### src/rtl/rom_stream_ctrl.sv
// ---------------------------------------------------------------------------
// rom_stream_ctrl
//   Reads a contiguous window of a combinational-read ROM and streams it out
//   one word per cycle over a valid/ready interface. Owns the ROM address,
//   registers the ROM word into a one-deep output stage, absorbs consumer
//   backpressure, and reports busy/done to the layer controller.
//
// Ports
//   clk          clock, rising edge
//   rst_n        asynchronous active-low reset
//   i_start      begin a burst (sampled only in IDLE)
//   i_abort      cancel any burst on the next edge; wins over i_start
//   i_base_addr  first ROM address of the burst (out-of-range loads as 0)
//   i_length     number of words in the burst (0 = no words, just done)
//   o_busy       high while not IDLE
//   o_done       one-cycle pulse after the last word is accepted
//   o_rom_addr   ROM address bus
//   i_rom_data   ROM read data, combinational from o_rom_addr
//   o_m_valid    output word valid
//   i_m_ready    consumer ready
//   o_m_data     streamed ROM word
//   o_m_last     marks the final word of the burst
// ---------------------------------------------------------------------------
module rom_stream_ctrl #(
  parameter  int DATA_WIDTH = 8,
  parameter  int DATA_DEPTH = 16,
  localparam int ADDR_WIDTH = $clog2(DATA_DEPTH),
  localparam int LEN_WIDTH  = ADDR_WIDTH + 1
) (
  input  logic                  clk,
  input  logic                  rst_n,
  input  logic                  i_start,
  input  logic                  i_abort,
  input  logic [ADDR_WIDTH-1:0] i_base_addr,
  input  logic [LEN_WIDTH-1:0]  i_length,
  output logic                  o_busy,
  output logic                  o_done,
  output logic [ADDR_WIDTH-1:0] o_rom_addr,
  input  logic [DATA_WIDTH-1:0] i_rom_data,
  output logic                  o_m_valid,
  input  logic                  i_m_ready,
  output logic [DATA_WIDTH-1:0] o_m_data,
  output logic                  o_m_last
);

  typedef enum logic [1:0] {S_IDLE, S_STREAM, S_DONE} state_t;

  localparam logic [ADDR_WIDTH-1:0] ADDR_LAST  = ADDR_WIDTH'(DATA_DEPTH - 1);
  // Depth compared in the wider length domain so non-power-of-two depths
  // can detect out-of-range base addresses.
  localparam logic [LEN_WIDTH-1:0]  DEPTH_CMP  = LEN_WIDTH'(DATA_DEPTH);

  state_t                r_state;
  logic [ADDR_WIDTH-1:0] r_rd_addr;
  logic [LEN_WIDTH-1:0]  r_rem;
  logic                  r_m_valid;
  logic                  r_m_last;
  logic [DATA_WIDTH-1:0] r_m_data;

  state_t                w_state_next;
  logic [ADDR_WIDTH-1:0] w_rd_addr_next;
  logic [LEN_WIDTH-1:0]  w_rem_next;
  logic                  w_m_valid_next;
  logic                  w_m_last_next;
  logic [DATA_WIDTH-1:0] w_m_data_next;

  logic                  w_load;
  logic                  w_hs;
  logic [ADDR_WIDTH-1:0] w_addr_inc;
  logic [ADDR_WIDTH-1:0] w_base_clamped;

  // The output stage refills whenever words remain and the stage is empty
  // or being drained this cycle, giving one word per cycle with no bubbles.
  assign w_load         = (r_rem != '0) && (!r_m_valid || i_m_ready);
  assign w_hs           = r_m_valid && i_m_ready;
  assign w_addr_inc     = (r_rd_addr == ADDR_LAST) ? '0 : r_rd_addr + 1'b1;
  assign w_base_clamped = ({1'b0, i_base_addr} < DEPTH_CMP) ? i_base_addr : '0;

  always_comb begin
    w_state_next   = r_state;
    w_rd_addr_next = r_rd_addr;
    w_rem_next     = r_rem;
    w_m_valid_next = r_m_valid;
    w_m_last_next  = r_m_last;
    w_m_data_next  = r_m_data;

    if (i_abort) begin
      w_state_next   = S_IDLE;
      w_m_valid_next = 1'b0;
      w_m_last_next  = 1'b0;
      w_rem_next     = '0;
    end else begin
      case (r_state)
        S_IDLE: begin
          if (i_start) begin
            if (i_length != '0) begin
              w_rd_addr_next = w_base_clamped;
              w_rem_next     = i_length;
              w_state_next   = S_STREAM;
            end else begin
              w_state_next   = S_DONE;
            end
          end
        end
        S_STREAM: begin
          if (w_load) begin
            w_m_data_next  = i_rom_data;
            w_m_valid_next = 1'b1;
            w_m_last_next  = (r_rem == LEN_WIDTH'(1));
            w_rd_addr_next = w_addr_inc;
            w_rem_next     = r_rem - 1'b1;
          end else if (w_hs) begin
            w_m_valid_next = 1'b0;
            w_m_last_next  = 1'b0;
          end
          // The last word can never coincide with a load (rem is 0 by then).
          if (w_hs && r_m_last) begin
            w_state_next = S_DONE;
          end
        end
        S_DONE: begin
          w_state_next = S_IDLE;
        end
        default: begin
          w_state_next = S_IDLE;
        end
      endcase
    end
  end

  always_ff @(posedge clk or negedge rst_n) begin
    if (!rst_n) begin
      r_state   <= S_IDLE;
      r_rd_addr <= '0;
      r_rem     <= '0;
      r_m_valid <= 1'b0;
      r_m_last  <= 1'b0;
      r_m_data  <= '0;
    end else begin
      r_state   <= w_state_next;
      r_rd_addr <= w_rd_addr_next;
      r_rem     <= w_rem_next;
      r_m_valid <= w_m_valid_next;
      r_m_last  <= w_m_last_next;
      r_m_data  <= w_m_data_next;
    end
  end

  assign o_busy     = (r_state != S_IDLE);
  assign o_done     = (r_state == S_DONE);
  assign o_rom_addr = r_rd_addr;
  assign o_m_valid  = r_m_valid;
  assign o_m_last   = r_m_last;
  assign o_m_data   = r_m_data;

endmodule

### config.mk
export PLATFORM = sky130hd
export DESIGN_NAME = rom_stream_ctrl
export DESIGN_NICKNAME = d
export VERILOG_FILES = /design/src/rtl/rom_stream_ctrl.sv
export SDC_FILE = /design/constraint.sdc
export NUM_CORES = 1
export LEC_CHECK = 0
export BUFFER_PORTS_ARGS = -buffer_cell sky130_fd_sc_hd__buf_2
export CAP_MARGIN = 20
export CORE_UTILIZATION = 50
export CTS_CLUSTER_DIAMETER = 40
export DETAILED_ROUTE_END_ITERATION = 16
export PLACE_DENSITY_LB_ADDON = 0.2
export SYNTH_ARGS = -nofsm -noshare
export SYNTH_HDL_FRONTEND = slang
export SYNTH_SLANG_ARGS = --single-unit
### constraint.sdc
create_clock -name clk -period 2.3 [get_ports clk]
set_input_delay 0.23 -clock clk [delete_from_list [all_inputs] [get_ports clk]]
set_output_delay 0.23 -clock clk [all_outputs]
set_load 0.02 [all_outputs]
==> results.yml, run 1 <==
run:
  cap_viol_max_count: 0
pwr:
  switchingPower_uw: 527
  netSwitchingFraction_pct: 40.4
  clkPwrFrac_pct: 14.3
  power.density_mw_per_mm2: 890
  leakagePower_nw: 0.700
  max-vdd-ir-drop_uv: 840
  p_seq_share_pct: 43.4
  intPower_uw: 776
  pwr-share-comb_pct: 42.3
place:
  pre_cts_slack_ns: 0.395
  gp_congestion: 0.809
  dp_hpwl_um: 2170
  dp_cells: 178
  portBuffers: 37
outcome:
  status: "finished, final reports clean"
timing:
  setup_slack_ns: 0.360
  fin_skew_ns: 0.00320
  hold_viol: 0
  period_needed_ns: 1.94
  rsz0062_at_grt: "no"
  fmaxAchievable_mhz: 515
  setup_viol: 0
  post-route-period-util_pct: 84.4
  slew_viol_final: 0
  tightest_slew_ns: 0.624
  fin_tns_setup_ns: 0
  slew_headroom_pct: 58.3
global_route:
  grt_usage_pct: 24.6
  antenna_found_initial: 0
  grt_max_degree: 22
  grt_pass1_wl_um: 4660
  overflow: 0
  grt_pass1_vias: 980
detailed_routing:
  drc: 0
  first_pass_iters: 4
  num_vias: 1081
  wl_per_cell_um: 15.6
  via_per_inst: 5.91
  wl_um: 2850
  drt_iter0_markers: 27
  ant_nets: 0
logic_synthesis:
  synth_edf_count: 0
  yosys-top-cells-count: "dfrtp_1 (21), a21oi_1 (9), mux2_2 (8), nand2_1 (8)"
  synthTopCellsByArea: "dfrtp_1 (42%), mux2_2 (7.3%), ha_1 (4.0%)"
  synth_warnings: 0
  syn_inst: 118
  ys_types: 42
  synth_most_common_cell: "dfrtp_1"
  ys_seq_area_share_pct: 42.5
  yosys.area.top_type_share_pct: 42.5
  synthFlopType: "dfrtp_1"
  avgSynthCellArea_um2: 10.5
  ys_seq_elements: 21
  synthArstFlopShare_pct: 100
  syn_area_mm2: 0.00124
  yosysTopAreaCell: "dfrtp_1"
  syn-num-nets: 144
critical_path:
  r2r_end: "o_m_data[6]"
  timing.rr.start: "r_rem[1]"
  cp.required_ns: 2.52
  crit_path_max_fanout: 14
  worst-setup-path-type: "register to register"
  arrival_ns: 2.16
  reg2reg_slack_ns: 0.36
  critPathLaunchType: "register"
  endpoint_kind: "register"
  r2r_cells: 5
final_layout:
  layout-drive-gt1-share_pct: 40.0
  synthToLayoutAreaGrowth_pct: 18.3
  fill_cells: 191
  nNetsFinal: 182
  final_cell_count_no_fill: 183
  num_antenna_cells: 0
floorplan:
  start_util_pct: 54.4
  die_area_mm2: 0.00268
  dieHeight_um: 51.8
  rows: 17
  dieWidth_um: 51.8
  ios: 38
  core-area_mm2: 0.00228
clock_tree:
  cts_made_buffers: 3
  cts.sinks: 21
  cts-root-buf: "clkbuf_4"
  cts_tree: "done"
  clk_latency_ns: 0.32
  path_clk_slew_ns: 0.12
  post_cts_buffers: 0
  cts.htree.levels: 1
  cts_max_path_buffers: 2
hold_path:
  hold_path_class: "input port to register"
  whs_endpoint: "o_m_data[4]"
  holdPathStages: 2
  min_from: "i_rom_data[4]"
[cell families (layout without fill, tap and decap cells)]
logic type,Yosys count,in the layout,share of synthesized area [%]
DFF,21,21,42.5
AOI/OAI and AO/OA,34,34,22.1
adders and majority gates,4,4,4.04
muxes,9,9,8.09
and+or+nand+nor,38,38,18.6
buffers and inverters,12,49,4.65
[metrics by stage]
stage          power (mW)  hold WS (ns)  utilization [%]  cell area (um^2)
2_1_floorplan       0.939       -0.0656                -              1240
3_3_place_gp         1.10         0.208             62.7              1430
3_5_place_dp         1.13         0.211             62.7              1430
4_1_cts              1.31         0.129             64.3              1460
5_1_grt              1.38         0.118             64.3              1460
6_report             1.30         0.134             64.3              1460
[worst max-delay path: stages, from the launching register on]
cell,delay [ns]
dfrtp_1,0.42
inv_1,0.14
ha_1,0.17
or4b_4,0.51
nand4_4,0.23
mux2_2,0.37
[worst max-delay path by stage]
stage	startpoint	endpoint	slack [ns]	cells after the start
6_report	r_rem[1]	o_m_data[6]	0.36	5
2_1_floorplan	r_rem[0]	o_m_data[3]	0.47	6
3_5_place_dp	r_rem[0]	o_m_data[6]	0.39	5
5_1_grt	r_rem[0]	o_m_data[6]	0.31	5
4_1_cts	r_rem[0]	o_m_data[6]	0.37	5
3_3_place_gp	r_rem[0]	o_m_data[2]	0.46	5
[placed cells by master (no fill, tap or decap), drive strengths merged, types with 2 or more instances in the layout]
| master | netlist | final |
|---|---|---|
| o211ai | 4 | 4 |
| dfrtp | 21 | 21 |
| inv | 7 | 7 |
| a21oi | 9 | 9 |
| clkbuf | 3 | 3 |
| mux2 | 8 | 8 |
| buf | 2 | 37 |
| a22oi | 2 | 2 |
| nand2b | 2 | 2 |
| ha | 4 | 4 |
| a21o | 2 | 2 |
| nand3 | 7 | 7 |
| a2bb2oi | 2 | 2 |
| o21ai | 5 | 5 |
| nor3 | 3 | 3 |
| nor2b | 3 | 3 |
| nor2 | 7 | 7 |
| nand2 | 8 | 8 |
[state kept, by name, indices dropped and copies added (netlist names)]
name and flops:
o_m_data 8, r_rem 5, o_rom_addr 4, r_state 2, o_m_last 1, o_m_valid 1
[power by group through the flow]
stage               sequential (mW)  combinational [mW]  clock [mW]
CTS                           0.564               0.555       0.191
global placement              0.562               0.536           0
detailed placement            0.572               0.553           0
global route                  0.580               0.596       0.208
floorplan                     0.682               0.257           0
finish                        0.565               0.551       0.187
[area by class of cell]
cell class | count | area, um^2 | area share (%)
timing repair buffer | 38 | 195 | 13.3
clock inverter | 1 | 5.00 | 0.342
multi-input combinational | 85 | 654 | 44.7
tap | 28 | 35.0 | 2.39
sequential | 21 | 526 | 35.9
inverter | 7 | 26.3 | 1.79
clock buffer | 3 | 22.5 | 1.54
[repair_timing]
action | 4_1_cts | 5_1_grt
hold buffers | 1 | 0
resized for setup | 0 | 0
hold endpoints to repair | 21 | 0
[per-layer routing]
layer	vias up	share of wire [%]	track usage, %
met5	-	0	0
met4	0	1.8	10.8
met3	5	4.4	3.51
met2	37	52	40.3
met1	527	41	32.3
li1	512	-	-
Note: power is estimated with default switching activity, not from simulation.
==> run 2, diff against run 1 <==
CORE_UTILIZATION = 45   (was 50)
clock period = 1.57 ns   (was 2.3 ns; I/O delays follow)
==> results.yml, run 2 (synthesis results as in run 1) <==
clock_tree:
  cts_max_path_buffers: 2
  cts.sinks: 21
  cts-root-buf: "clkbuf_4"
  cts_made_buffers: 3
  post_cts_buffers: 0
  clk_latency_ns: 0.30
  path_clk_slew_ns: 0.13
  cts.htree.levels: 1
  cts_tree: "done"
timing:
  post-route-period-util_pct: 109
  slew_headroom_pct: 67.2
  setup_viol: 19
  rsz0062_at_grt: "yes"
  slew_viol_final: 0
  fin_skew_ns: 0.00759
  period_needed_ns: 1.71
  setup_slack_ns: -0.141
  hold_viol: 0
  fin_tns_setup_ns: -2.12
  tightest_slew_ns: 0.491
  fmaxAchievable_mhz: 584
final_layout:
  fill_cells: 203
  final_cell_count_no_fill: 203
  fin_util_pct: 65.8
  layout-drive-gt1-share_pct: 50.9
  stdcell_area_mm2: 0.00167
  synthToLayoutAreaGrowth_pct: 35.3
  largest_reg_flops: 8
  num_antenna_cells: 0
  final_common_cell: "buf_2"
  final_cell_mix: "buf_2 (37), dfrtp_1 (20), buf_4 (17)"
  nNetsFinal: 200
floorplan:
  dieHeight_um: 54.4
  start_util_pct: 48.6
  die_area_mm2: 0.00296
  dieWidth_um: 54.4
  ios: 38
  core-area_mm2: 0.00254
  rows: 18
critical_path:
  arrival_ns: 1.94
  crit_path_max_fanout: 4
  timing.critical_path.slowest_stage_cell: "or4b_4"
  worst-setup-path-type: "register to register"
  worst-path-buf-inv: 2
  max_stage_delay_ns: 0.53
  path_delay_family: "simple AND/OR/NAND/NOR gates"
  reg2reg_slack_ns: -0.14
  critPathLaunchType: "register"
  path_cells: "inv_2, ha_1, or4b_4, buf_4, o211ai_1, nand3_1, o21ai_0"
  cp.required_ns: 1.79
  endpoint_kind: "register"
pwr:
  max-vdd-ir-drop_uv: 1150
  power.density_mw_per_mm2: 1250
  leakagePower_nw: 0.837
global_route:
  grt_max_degree: 22
  grt_pass1_wl_um: 4870
  overflow: 0
  grt_pass1_vias: 1051
  antenna_found_initial: 0
  grt_usage_pct: 23.7
detailed_routing:
  num_vias: 1190
  drc: 0
  drt_iter0_markers: 26
  ant_nets: 0
  wl_um: 3200
  wl_per_cell_um: 15.8
  first_pass_iters: 4
  via_per_inst: 5.86
place:
  portBuffers: 37
  dp_hpwl_um: 2350
  dp_cells: 197
  gp_congestion: 0.872
  dpl_cell_area_mm2: 0.00158
  pre_cts_slack_ns: -0.190
outcome:
  violations: "setup timing"
  status: "finished, violations left"
run:
  cap_viol_max_count: 0
hold_path:
  hold_path_class: "input port to register"
-- run 2: cell types whose count changed in the layout (fill, tap and decap cells not counted), sizes merged --
| cell | change |
|---|---|
| buf | +17 |
| nand4 | +1 |
-- run 2: through the flow --
step / power (mW) / hold slack, ns
finish: 2.10 / 0.0709
global route: 2.23 / 0.0560
CTS: 2.08 / 0.0728
detailed placement: 1.77 / 0.143
global placement: 1.74 / 0.139
floorplan: 1.42 / -0.139
-- run 2: cell type report --
type | instances | area (um^2) | share of cell area (%)
Multi-Input combinational cell | 86 | 733 | 43.8
Inverter | 7 | 26.3 | 1.57
Sequential cell | 21 | 527 | 31.5
Timing Repair Buffer | 55 | 323 | 19.3
Clock buffer | 3 | 22.5 | 1.35
Tap cell | 30 | 37.5 | 2.24
Clock inverter | 1 | 5.00 | 0.299
-- run 2: routing by layer --
metal | vias up | GRT usage (%) | routed length [um]
li1 | 550 | - | -
met4 | 0 | 10.3 | 30
met5 | - | 0 | 0
met2 | 44 | 39.2 | 1640
met3 | 6 | 3.33 | 167
met1 | 590 | 30.5 | 1360
-- run 2: power breakdown --
part           switching (mW)  internal, mW  total, mW
clock                   0.170        0.0950      0.265
combinational           0.531         0.473       1.00
sequential              0.125         0.703      0.828
total                   0.827          1.27       2.10
-- run 2: timing repair --
item | in CTS | in global routing
resized for setup | 6 | 6
hold endpoints to repair | 21 | 0
cloned | 1 | 0
setup endpoints to repair | 19 | 20
hold buffers | 1 | 0
pin swaps | 4 | 5
-- run 2: path summary, 6_finish.rpt --
| kind | from | to | depth (start not counted) |
|---|---|---|---|
| worst max-delay path | r_rem[0] | o_m_last | 7 |
| worst min-delay path | i_rom_data[0] | o_m_data[0] | 2 |
| worst max register to register | r_rem[0] | o_m_last | 7 |
| worst min register to register | o_m_data[4] | o_m_data[4] | 1 |
| max in group asynchronous | rst_n | r_state[0] | 2 |
| min in group asynchronous | rst_n | o_m_data[3] | 2 |
==> run 3, diff against run 2 <==
==> constraint.sdc (replaced) <==
create_clock -name clk -period 1.57 [get_ports clk]
set_input_delay 0.314 -clock clk [delete_from_list [all_inputs] [get_ports clk]]
set_output_delay 0.314 -clock clk [all_outputs]
set_load 0.02 [all_outputs]
==> results.yml, run 3 (synthesis results as in run 1) <==
hold_path:
  whs_endpoint: "o_m_data[4]"
  min_from: "i_rom_data[4]"
  holdPathStages: 2
  hold_path_class: "input port to register"
critical_path:
  r2r_end: "o_m_data[1]"
  timing.critical_path.slowest_stage_cell: "or4b_4"
  max_stage_delay_ns: 0.53
  worst-setup-path-type: "register to register"
  r2r_cells: 5
  path_cells: "inv_2, ha_1, or4b_4, nand4_4, mux2_4"
  crit_path_max_fanout: 6
  reg2reg_slack_ns: -0.16
  timing.rr.start: "r_rem[0]"
  arrival_ns: 1.93
  critPathLaunchType: "register"
  worst-path-buf-inv: 1
  path_delay_family: "simple AND/OR/NAND/NOR gates"
  cp.required_ns: 1.77
  endpoint_kind: "register"
floorplan:
  start_util_pct: 48.6
  ios: 38
  dieWidth_um: 54.4
  rows: 18
  die_area_mm2: 0.00296
  dieHeight_um: 54.4
  core-area_mm2: 0.00254
place:
  dp_hpwl_um: 2390
  gp_congestion: 0.876
  dpl_cell_area_mm2: 0.00158
  pre_cts_slack_ns: -0.183
  portBuffers: 37
global_route:
  grt_pass1_vias: 1041
  grt_max_degree: 22
  overflow: 0
  antenna_found_initial: 0
  grt_usage_pct: 23.9
  grt_pass1_wl_um: 4940
detailed_routing:
  wl_met2_um: 1610
  routedLengthMet1_um: 1360
  via_per_inst: 5.48
  drt_iter0_markers: 22
  wl_met3_um: 181
  ant_nets: 0
  wl_um: 3190
  num_vias: 1139
  drc: 0
  first_pass_iters: 4
  dr.max_layer_used: "met4"
  wl_per_cell_um: 15.3
final_layout:
  fill_cells: 209
  synthToLayoutAreaGrowth_pct: 42.0
  layout-drive-gt1-share_pct: 53.9
  multi_input_area_um2: 748
  final_cell_mix: "buf_2 (36), dfrtp_1 (19), buf_4 (19)"
  largest_reg_flops: 8
  regArea_um2: 528
  final_common_cell: "buf_2"
  stdcell_area_mm2: 0.00176
  num_antenna_cells: 0
  nNetsFinal: 205
timing:
  hold_viol: 0
  rsz0062_at_grt: "yes"
  slew_viol_final: 0
  post-route-period-util_pct: 110
  setup_slack_ns: -0.161
  fin_skew_ns: 0.0144
  setup_viol: 19
  fmaxAchievable_mhz: 578
  tightest_slew_ns: 0.468
  slew_headroom_pct: 68.8
  period_needed_ns: 1.73
  hold_ws_ns: 0.213
clock_tree:
  cts-root-buf: "clkbuf_4"
  cts_max_path_buffers: 2
  path_clk_slew_ns: 0.13
  cts.htree.levels: 1
  cts.sinks: 21
  cts_made_buffers: 3
  cts_tree: "done"
  clk_latency_ns: 0.32
outcome:
  violations: "setup timing"
  status: "finished, violations left"
run:
  cap_viol_max_count: 0
pwr:
  power.density_mw_per_mm2: 1220
  leakagePower_nw: 0.867
  max-vdd-ir-drop_uv: 1110
  power_mw: 2.15
-- run 3: power breakdown --
| part | switching [mW] | internal [mW] |
|---|---|---|
| logic | 0.544 | 0.506 |
| clock network | 0.176 | 0.0973 |
| registers | 0.123 | 0.703 |
| total | 0.844 | 1.31 |
-- run 3: final cells by class --
| class | instances | area share [%] |
|---|---|---|
| multi-input combinational | 86 | 42.6 |
| sequential | 21 | 30.1 |
| timing repair buffer | 60 | 22.0 |
| tap | 30 | 2.14 |
| inverter | 7 | 1.50 |
| clock buffer | 3 | 1.28 |
| clock inverter | 1 | 0.427 |
-- run 3: worst max-delay path by stage --
stage / from / endpoint / slack (ns) / cells after the start
floorplan: r_rem[0] / o_m_data[3] / -0.19 / 6
global placement: r_rem[0] / o_m_data[1] / -0.15 / 5
detailed placement: r_rem[0] / o_m_data[1] / -0.18 / 5
CTS: r_rem[0] / r_rem[2] / -0.14 / 6
global route: r_rem[0] / o_m_data[2] / -0.21 / 5
finish: r_rem[0] / o_m_data[1] / -0.16 / 5
-- run 3: layer usage --
layer  up-vias  track usage, %
li1        561               -
met2        44            39.6
met3         4            5.83
met1       530            31.0
met4         0            5.56
met5         -               0
-- run 3: timing repair --
action	in CTS	in global routing
hold buffers	1	0
setup endpoints to repair	20	21
resized for setup	10	11
gates cloned	1	0
setup buffers	4	0
pin swaps	2	11
hold endpoints to repair	21	0
-- run 3: through the flow --
stage / TNS, ns / utilization, % / instances
after CTS: -2.16 / 67.7 / 208
after detailed placement: -2.53 / 62.2 / 198
after floorplan: -1.56 / - / 118
after global placement: -1.96 / 62.2 / 198
after global routing: -3.35 / 69.0 / 208
final: -2.31 / 69.0 / 208
